File: src/rtl/snp_pair_drain.sv
// Drains the candidate-SNP-pair result FIFO after the boost engine finishes,
// packing pairs into wide beats for host writeback, then pulses clear_done.
module snp_pair_drain #(
    parameter  int PE_WIDTH  = 16,
    parameter  int OUT_WIDTH = 512,
    localparam int PPB       = OUT_WIDTH / (2 * PE_WIDTH),
    localparam int CW        = $clog2(PPB) + 1
) (
    input  logic                  clk,
    input  logic                  rst_n,
    input  logic                  boost_done,
    input  logic [PE_WIDTH-1:0]   snp_pair_num,
    output logic                  snp_pair_rd_en,
    input  logic [2*PE_WIDTH-1:0] snp_pair_in,
    output logic [OUT_WIDTH-1:0]  out_data,
    output logic [CW-1:0]         out_pairs,
    output logic                  out_last,
    output logic                  out_valid,
    input  logic                  out_ready,
    output logic                  clear_done,
    output logic                  busy
);

    localparam int PW = 2 * PE_WIDTH;

    typedef enum logic [1:0] {IDLE, FILL, SEND, CLEAR} state_t;

    state_t               state_q;
    logic [PE_WIDTH-1:0]  remaining_q;
    logic [CW-1:0]        target_q;
    logic [CW-1:0]        issued_q;
    logic [CW-1:0]        captured_q;
    logic                 cap_q;
    logic                 rd_en_q;
    logic [OUT_WIDTH-1:0] beat_q;
    logic [CW-1:0]        out_pairs_q;
    logic                 out_last_q;
    logic                 out_valid_q;
    logic                 clear_q;
    logic [CW-1:0]        target_d;

    function automatic logic [CW-1:0] next_target(input logic [PE_WIDTH-1:0] rem);
        if (rem >= PE_WIDTH'(PPB)) return CW'(PPB);
        else                       return rem[CW-1:0];
    endfunction

    // In IDLE the pair count comes straight from the port; afterwards from the latched remainder.
    assign target_d = (state_q == IDLE) ? next_target(snp_pair_num) : next_target(remaining_q);

    always_ff @(posedge clk or negedge rst_n) begin
        if (!rst_n) begin
            state_q     <= IDLE;
            remaining_q <= '0;
            target_q    <= '0;
            issued_q    <= '0;
            captured_q  <= '0;
            cap_q       <= 1'b0;
            rd_en_q     <= 1'b0;
            beat_q      <= '0;
            out_pairs_q <= '0;
            out_last_q  <= 1'b0;
            out_valid_q <= 1'b0;
            clear_q     <= 1'b0;
        end else begin
            cap_q <= rd_en_q;
            case (state_q)
                IDLE: begin
                    if (boost_done) begin
                        remaining_q <= snp_pair_num;
                        if (snp_pair_num == '0) begin
                            state_q <= CLEAR;
                            clear_q <= 1'b1;
                        end else begin
                            state_q    <= FILL;
                            target_q   <= target_d;
                            issued_q   <= CW'(1);
                            captured_q <= '0;
                            rd_en_q    <= 1'b1;
                            beat_q     <= '0;
                        end
                    end
                end
                FILL: begin
                    if (issued_q < target_q) begin
                        rd_en_q  <= 1'b1;
                        issued_q <= issued_q + CW'(1);
                    end else begin
                        rd_en_q <= 1'b0;
                    end
                    // Read data trails the strobe by one cycle, so capture follows cap_q.
                    if (cap_q) begin
                        for (int s = 0; s < PPB; s++) begin
                            if (captured_q == CW'(s)) beat_q[s*PW +: PW] <= snp_pair_in;
                        end
                        captured_q <= captured_q + CW'(1);
                        if (captured_q + CW'(1) == target_q) begin
                            state_q     <= SEND;
                            out_valid_q <= 1'b1;
                            out_pairs_q <= target_q;
                            out_last_q  <= (remaining_q == PE_WIDTH'(target_q));
                            remaining_q <= remaining_q - PE_WIDTH'(target_q);
                        end
                    end
                end
                SEND: begin
                    if (out_ready) begin
                        out_valid_q <= 1'b0;
                        if (out_last_q) begin
                            state_q <= CLEAR;
                            clear_q <= 1'b1;
                        end else begin
                            state_q    <= FILL;
                            target_q   <= target_d;
                            issued_q   <= CW'(1);
                            captured_q <= '0;
                            rd_en_q    <= 1'b1;
                            beat_q     <= '0;
                        end
                    end
                end
                CLEAR: begin
                    clear_q <= 1'b0;
                    state_q <= IDLE;
                end
                default: state_q <= IDLE;
            endcase
        end
    end

    assign snp_pair_rd_en = rd_en_q;
    assign out_data       = beat_q;
    assign out_pairs      = out_pairs_q;
    assign out_last       = out_last_q;
    assign out_valid      = out_valid_q;
    assign clear_done     = clear_q;
    assign busy           = (state_q != IDLE);

endmodule
File: config.mk
export PLATFORM = sky130hd
export DESIGN_NAME = snp_pair_drain
export DESIGN_NICKNAME = d
export VERILOG_FILES = /design/src/rtl/snp_pair_drain.sv
export SDC_FILE = /design/constraint.sdc
export NUM_CORES = 1
export LEC_CHECK = 0
export CAP_MARGIN = 20
export CORE_AREA = 2 2 222 224
export DETAILED_ROUTE_END_ITERATION = 7
export DIE_AREA = 0 0 224 226
export DONT_BUFFER_PORTS = 1
export SLEW_MARGIN = 20
export SYNTH_ARGS = -nofsm -noshare
export SYNTH_HDL_FRONTEND = slang
export SYNTH_SLANG_ARGS = --single-unit
export TNS_END_PERCENT = 1
File: constraint.sdc
create_clock -name clk -period 2.7 [get_ports clk]
set_input_delay 0.675 -clock clk [delete_from_list [all_inputs] [get_ports clk]]
set_output_delay 0.675 -clock clk [all_outputs]
set_load 0.005 [all_outputs]
# Yosys cells after proc, flatten, opt, wreduce, memory -nomap -nowiden
# Index checks and enable logic that the tools add are counted.
# op_classes
n_lt_le_gt_ge,3
reduce_logical,34
n_eq_ne,45
n_addsub,3
muxes,68
# ops
operator,n
512-bit 2-to-1 mux,5
512-bit case mux with 3 select lines,1
32-bit 2-to-1 mux,16
7-bit AND reduction,16
5-bit 2-to-1 mux,17
16-bit 2-to-1 mux,3
2-bit != test (second input constant),24
5-bit by 4-bit equality test with 1-bit output (second input constant),8
16-bit by 5-bit >= comparator with 1-bit output (second input constant),2
16-bit case mux with 2 select lines,1
5-bit case mux with 3 select lines,2
5-bit by 3-bit equality test with 1-bit output (second input constant),4
16-bit by 5-bit equality test with 1-bit output,1
16-bit zero test,1
16-bit by 5-bit subtractor with 16-bit output,1
5-bit AND reduction,3
1-bit 2-to-1 mux,12
2-bit 2-to-1 mux,6
4-bit AND reduction,3
6-bit AND reduction,2
5-bit by 1-bit adder with 5-bit output (second input constant),2
5-bit by 2-bit equality test with 1-bit output (second input constant),2
5-bit case mux with 2 select lines,1
2-bit case mux with 4 select lines,1
13 further kinds,19
# totals
wordCells,180
reg_bits,555
output_inout_bits,522
input_bits,52

# Depth between registers and ports, before layout
# depth
ltp_word,6
mapped_depth,9
depth_no_buf,8

# Worst setup path after synthesis
# No wires, ideal clock.
# synth_timing
path_kind,flip-flop to flip-flop
from,register captured_q[0]
to,"register out_pairs_q[0], in the netlist out_pairs[0]"
arrival_ns,2.323
synth_period_minus_slack_ns,2.448
path_stages_with_launch,9
path_buffers,1
setup_time_ns,0.125
setup_slack_ns,0.252
path_cell_list,dfrtp_1 -> ha_1 -> and3_1 -> ha_1 -> xnor2_1 -> nor4_2 -> and3_1 -> buf_2 -> mux2_2
# synth_between
elab_chain_len,3
# synth_lines
element,line_no,text
from (decl),32,logic [CW-1:0] captured_q;
from (signal assigned),95,captured_q <= captured_q + CW'(1);
5-bit by 1-bit adder with 5-bit output,96,if (captured_q + CW'(1) == target_q) begin
5-bit equality test,96,
3-bit AND reduction (no source line),n/a,
to (signal assigned),99,out_pairs_q <= target_q;
to (decl),36,logic [CW-1:0] out_pairs_q;
# No other way between the ends.
# A chain may end at the register's enable or synchronous reset.

# Worst setup path after layout
# layout_timing
from,register state_q[0]
to,"register beat_q[268], in the netlist out_data[268]"
# layout_between
elab_chain_len,3
word_cells_on_any_way,12
# layout_lines
element,line_no,text
from (decl),28,state_t state_q;
from (signal assigned),52,state_q <= IDLE;
from (signal assigned),71,state_q <= CLEAR;
from (signal assigned),74,state_q <= FILL;
2-bit by 1-bit equality test with 1-bit output (tied with other cells),66,case (state_q)
2-bit != test (no source line) / 3-bit nonzero test (equally long branches),n/a,
7-bit AND reduction (no source line),n/a,
"to (signal, indexed assignment)",93,if (captured_q == CW'(s)) beat_q[s*PW +: PW] <= snp_pair_in;
to (decl),35,logic [OUT_WIDTH-1:0] beat_q;
# Several ways; a longest one is shown, not always the timed one.

==> impl_metrics.json <==
{
  "syn_area_um2": 21200,
  "die_area_um2": 50600,
  "final-max-slew-violation-count": 0,
  "fmax_mhz": 402,
  "ys_seq_area_frac": 0.656,
  "finalPower_mw": 31.3,
  "overflow": 0,
  "yosys_warnings": 0,
  "setup_viol": 0,
  "critical_path_required_ns": 3.20,
  "synth_edf_count": 0,
  "finalCritPeriodShare": 0.922,
  "fillers": 4409,
  "fin_ws_ns": 0.210,
  "worstPathCellList": "inv_1 > nor2_4 > nand2_1 > o21ai_0",
  "slowest_stage": "dfrtp_1",
  "ios": 574,
  "use_met1": 0.296,
  "cts_root_buf": "clkbuf_16",
  "drive_gt1_frac": 0.0894,
  "dp_hpwl_um": 43900,
  "fin_hold_ws_ns": -0.236,
  "antenna_found_initial": 2,
  "place_congestion": 0.931,
  "grtUsageTotal": 0.250,
  "hold_path_class": "in -> async",
  "path_max_fanout": 24,
  "dp_slack_ns": -0.0243,
  "drc_errors": 0,
  "fp.coreArea_um2": 48300,
  "slew-limit-headroom": 0.266,
  "status": "finished, violations left",
  "fin_setup_tns_ns": 0,
  "syn2layout_area_growth_pct": 12.8,
  "async_flop_share": 1.00,
  "routed_wl_um": 64500,
  "leakagePower_nw": 11.0,
  "cp_data_arrival_time_ns": 2.98,
  "layout_commonest_cell": "nand2_1",
  "cp-start-kind": "flip-flop",
  "violations": "negative hold slack",
  "synth_seq_cells": 555,
  "syn-num-nets": 2109,
  "clock_skew_ns": 0.0199,
  "vias": 15000,
  "htree_levels": 2,
  "rr_worst_depth": 4,
  "worstReg2RegStart": "state_q[0]",
  "critPathMaxStageDelay_ns": 0.79,
  "port_buffers": 0,
  "cts.sinks": 555,
  "grt_util_met2": 0.418,
  "dr.pass1.iters": 5,
  "path_class": "reg -> reg",
  "fin_crit_ns": 2.49,
  "cts_tree": "built",
  "drv_cap": 0,
  "fp.dieW_um": 224,
  "drt-initial-drc-count": 833,
  "final_util": 0.494,
  "clockBufferDepth": 3,
  "grt_pass1_wl_um": 94700,
  "rsz0062_at_grt": "no",
  "cts_buffers": 55,
  "critPathTopFamily": "simple AND/OR/NAND/NOR gates",
  "nNetsFinal": 2086,
  "gr-max-usage-layer": "met2",
  "finalHoldViolCount": 466,
  "power.density_nw_per_um2": 1310,
  "post_cts_buffers": 0,
  "clock_latency_ns": 0.61,
  "vdd_drop_max_uv": 581,
  "drt-wirelength-per-cell_um": 24.1,
  "cp_num_cells": 4,
  "synth.distinct_cells": 63,
  "worstMarginPinSlew_ns": 1.10,
  "syn_area_per_cell_um2": 10.4,
  "grt_max_degree": 556,
  "synth-main-ff-cell": "dfrtp_1",
  "antenna_left": 0,
  "grt_pass1_vias": 14200,
  "routed_via_density": 5.57,
  "met3_usage": 0.0906,
  "final_cell_mix": "nand2_1, dfrtp_1, o21ai_0, clkbuf_16, buf_4",
  "num_rows": 81,
  "synth_cells": 2041,
  "start_util": 0.438,
  "die-height_um": 226,
  "path_clk_slew_ns": 0.06,
  "cp_num_buf_inv": 1,
  "startpoint": "state_q[0]",
  "endpoint_kind": "flip-flop"
}
final timing paths:
kind                             endpoint  slack, ns
max                         out_data[268]       0.21
min                         out_data[451]      -0.24
max reg2reg                 out_data[268]       0.21
min reg2reg                 out_data[420]       0.50
max in group asynchronous    out_pairs[1]       2.02
min in group clk           remaining_q[3]       0.27
what timing repair did:
item                       CTS  global route
gates resized for setup      1             2
pin swaps                    0             1
setup endpoints to repair    8             5
hold endpoints to repair   555           555
cell usage after synthesis, types with 3 or more instances:
master / instances / area, um2
o21ai_1: 12 / 60.1
clkbuf_1: 77 / 289
or4_1: 3 / 22.5
o211ai_4: 6 / 128
o22a_1: 3 / 26.3
nor2_1: 16 / 60.1
o21ai_0: 544 / 2720
nor4_1: 4 / 25.0
clkbuf_2: 12 / 60.1
a211oi_1: 4 / 30.0
inv_1: 17 / 63.8
o211ai_2: 9 / 113
xnor2_1: 4 / 35.0
o211ai_1: 3 / 22.5
o31a_1: 3 / 26.3
nand2b_1: 9 / 56.3
ha_1: 15 / 188
and3_1: 3 / 18.8
o31ai_1: 4 / 30.0
a31oi_1: 5 / 31.3
a22oi_1: 4 / 30.0
a21oi_1: 21 / 105
a2bb2oi_1: 5 / 43.8
o22ai_1: 5 / 31.3
nand2_1: 569 / 2140
mux2_2: 5 / 56.3
o311ai_0: 3 / 26.3
buf_6: 3 / 33.8
nor3_1: 4 / 20.0
buf_2: 46 / 230
nand3_1: 8 / 40.0
dfrtp_1: 555 / 13900
nor2b_1: 4 / 25.0
buf_4: 12 / 90.1
logic make-up (layout without fill, tap and decap cells):
group | count (synthesis) | in the layout | synth area share
fa+ha+maj | 16 | 16 | 0.00981
simple gates | 641 | 641 | 0.122
xor+xnor | 6 | 6 | 0.00319
flops | 555 | 555 | 0.656
mux | 6 | 6 | 0.00313
buf+inv | 168 | 186 | 0.0364
other cells | 0 | 1 | 0
compound gates | 649 | 649 | 0.169
routing by layer:
layer	share of wire	wire length, um
met1	0.38	24300
met5	0	0
met2	0.49	31700
met4	0.037	2380
met3	0.096	6170
through the flow:
stage / cell area [um2] / cells
2_1_floorplan: 21200 / 2041
3_3_place_gp: 22100 / 2583
3_5_place_dp: 22100 / 2583
4_1_cts: 23900 / 2681
5_1_grt: 23900 / 2681
6_report: 23900 / 2682
area by class of cell:
type | instances | area (um2) | area share
Clock buffer | 81 | 1600 | 0.0668
Clock inverter | 17 | 186 | 0.00781
Inverter | 17 | 63.8 | 0.00267
Antenna cell | 1 | 2.50 | 0.000105
Tap cell | 622 | 778 | 0.0326
Timing Repair Buffer | 71 | 746 | 0.0312
Multi-Input combinational cell | 1318 | 6610 | 0.277
Sequential cell | 555 | 13900 | 0.582
sequential cells by signal, summed over array words and instances (netlist names):
name,cells
out_data,512
remaining_q,16
captured_q,5
issued_q,5
out_pairs,5
target_q,5
state_q,2
cap_q,1
clear_done,1
out_last,1
out_valid,1
snp_pair_rd_en,1
power by group:
group | leakage (nW) | internal (mW) | total (mW) | switching, mW
Sequential | 6.99 | 12.0 | 15.8 | 3.79
Combinational | 3.15 | 2.77 | 7.96 | 5.20
Clock | 0.882 | 4.37 | 7.56 | 3.19
Total | 11.0 | 19.1 | 31.3 | 12.2
Note: power is estimated with default switching activity, not from simulation.
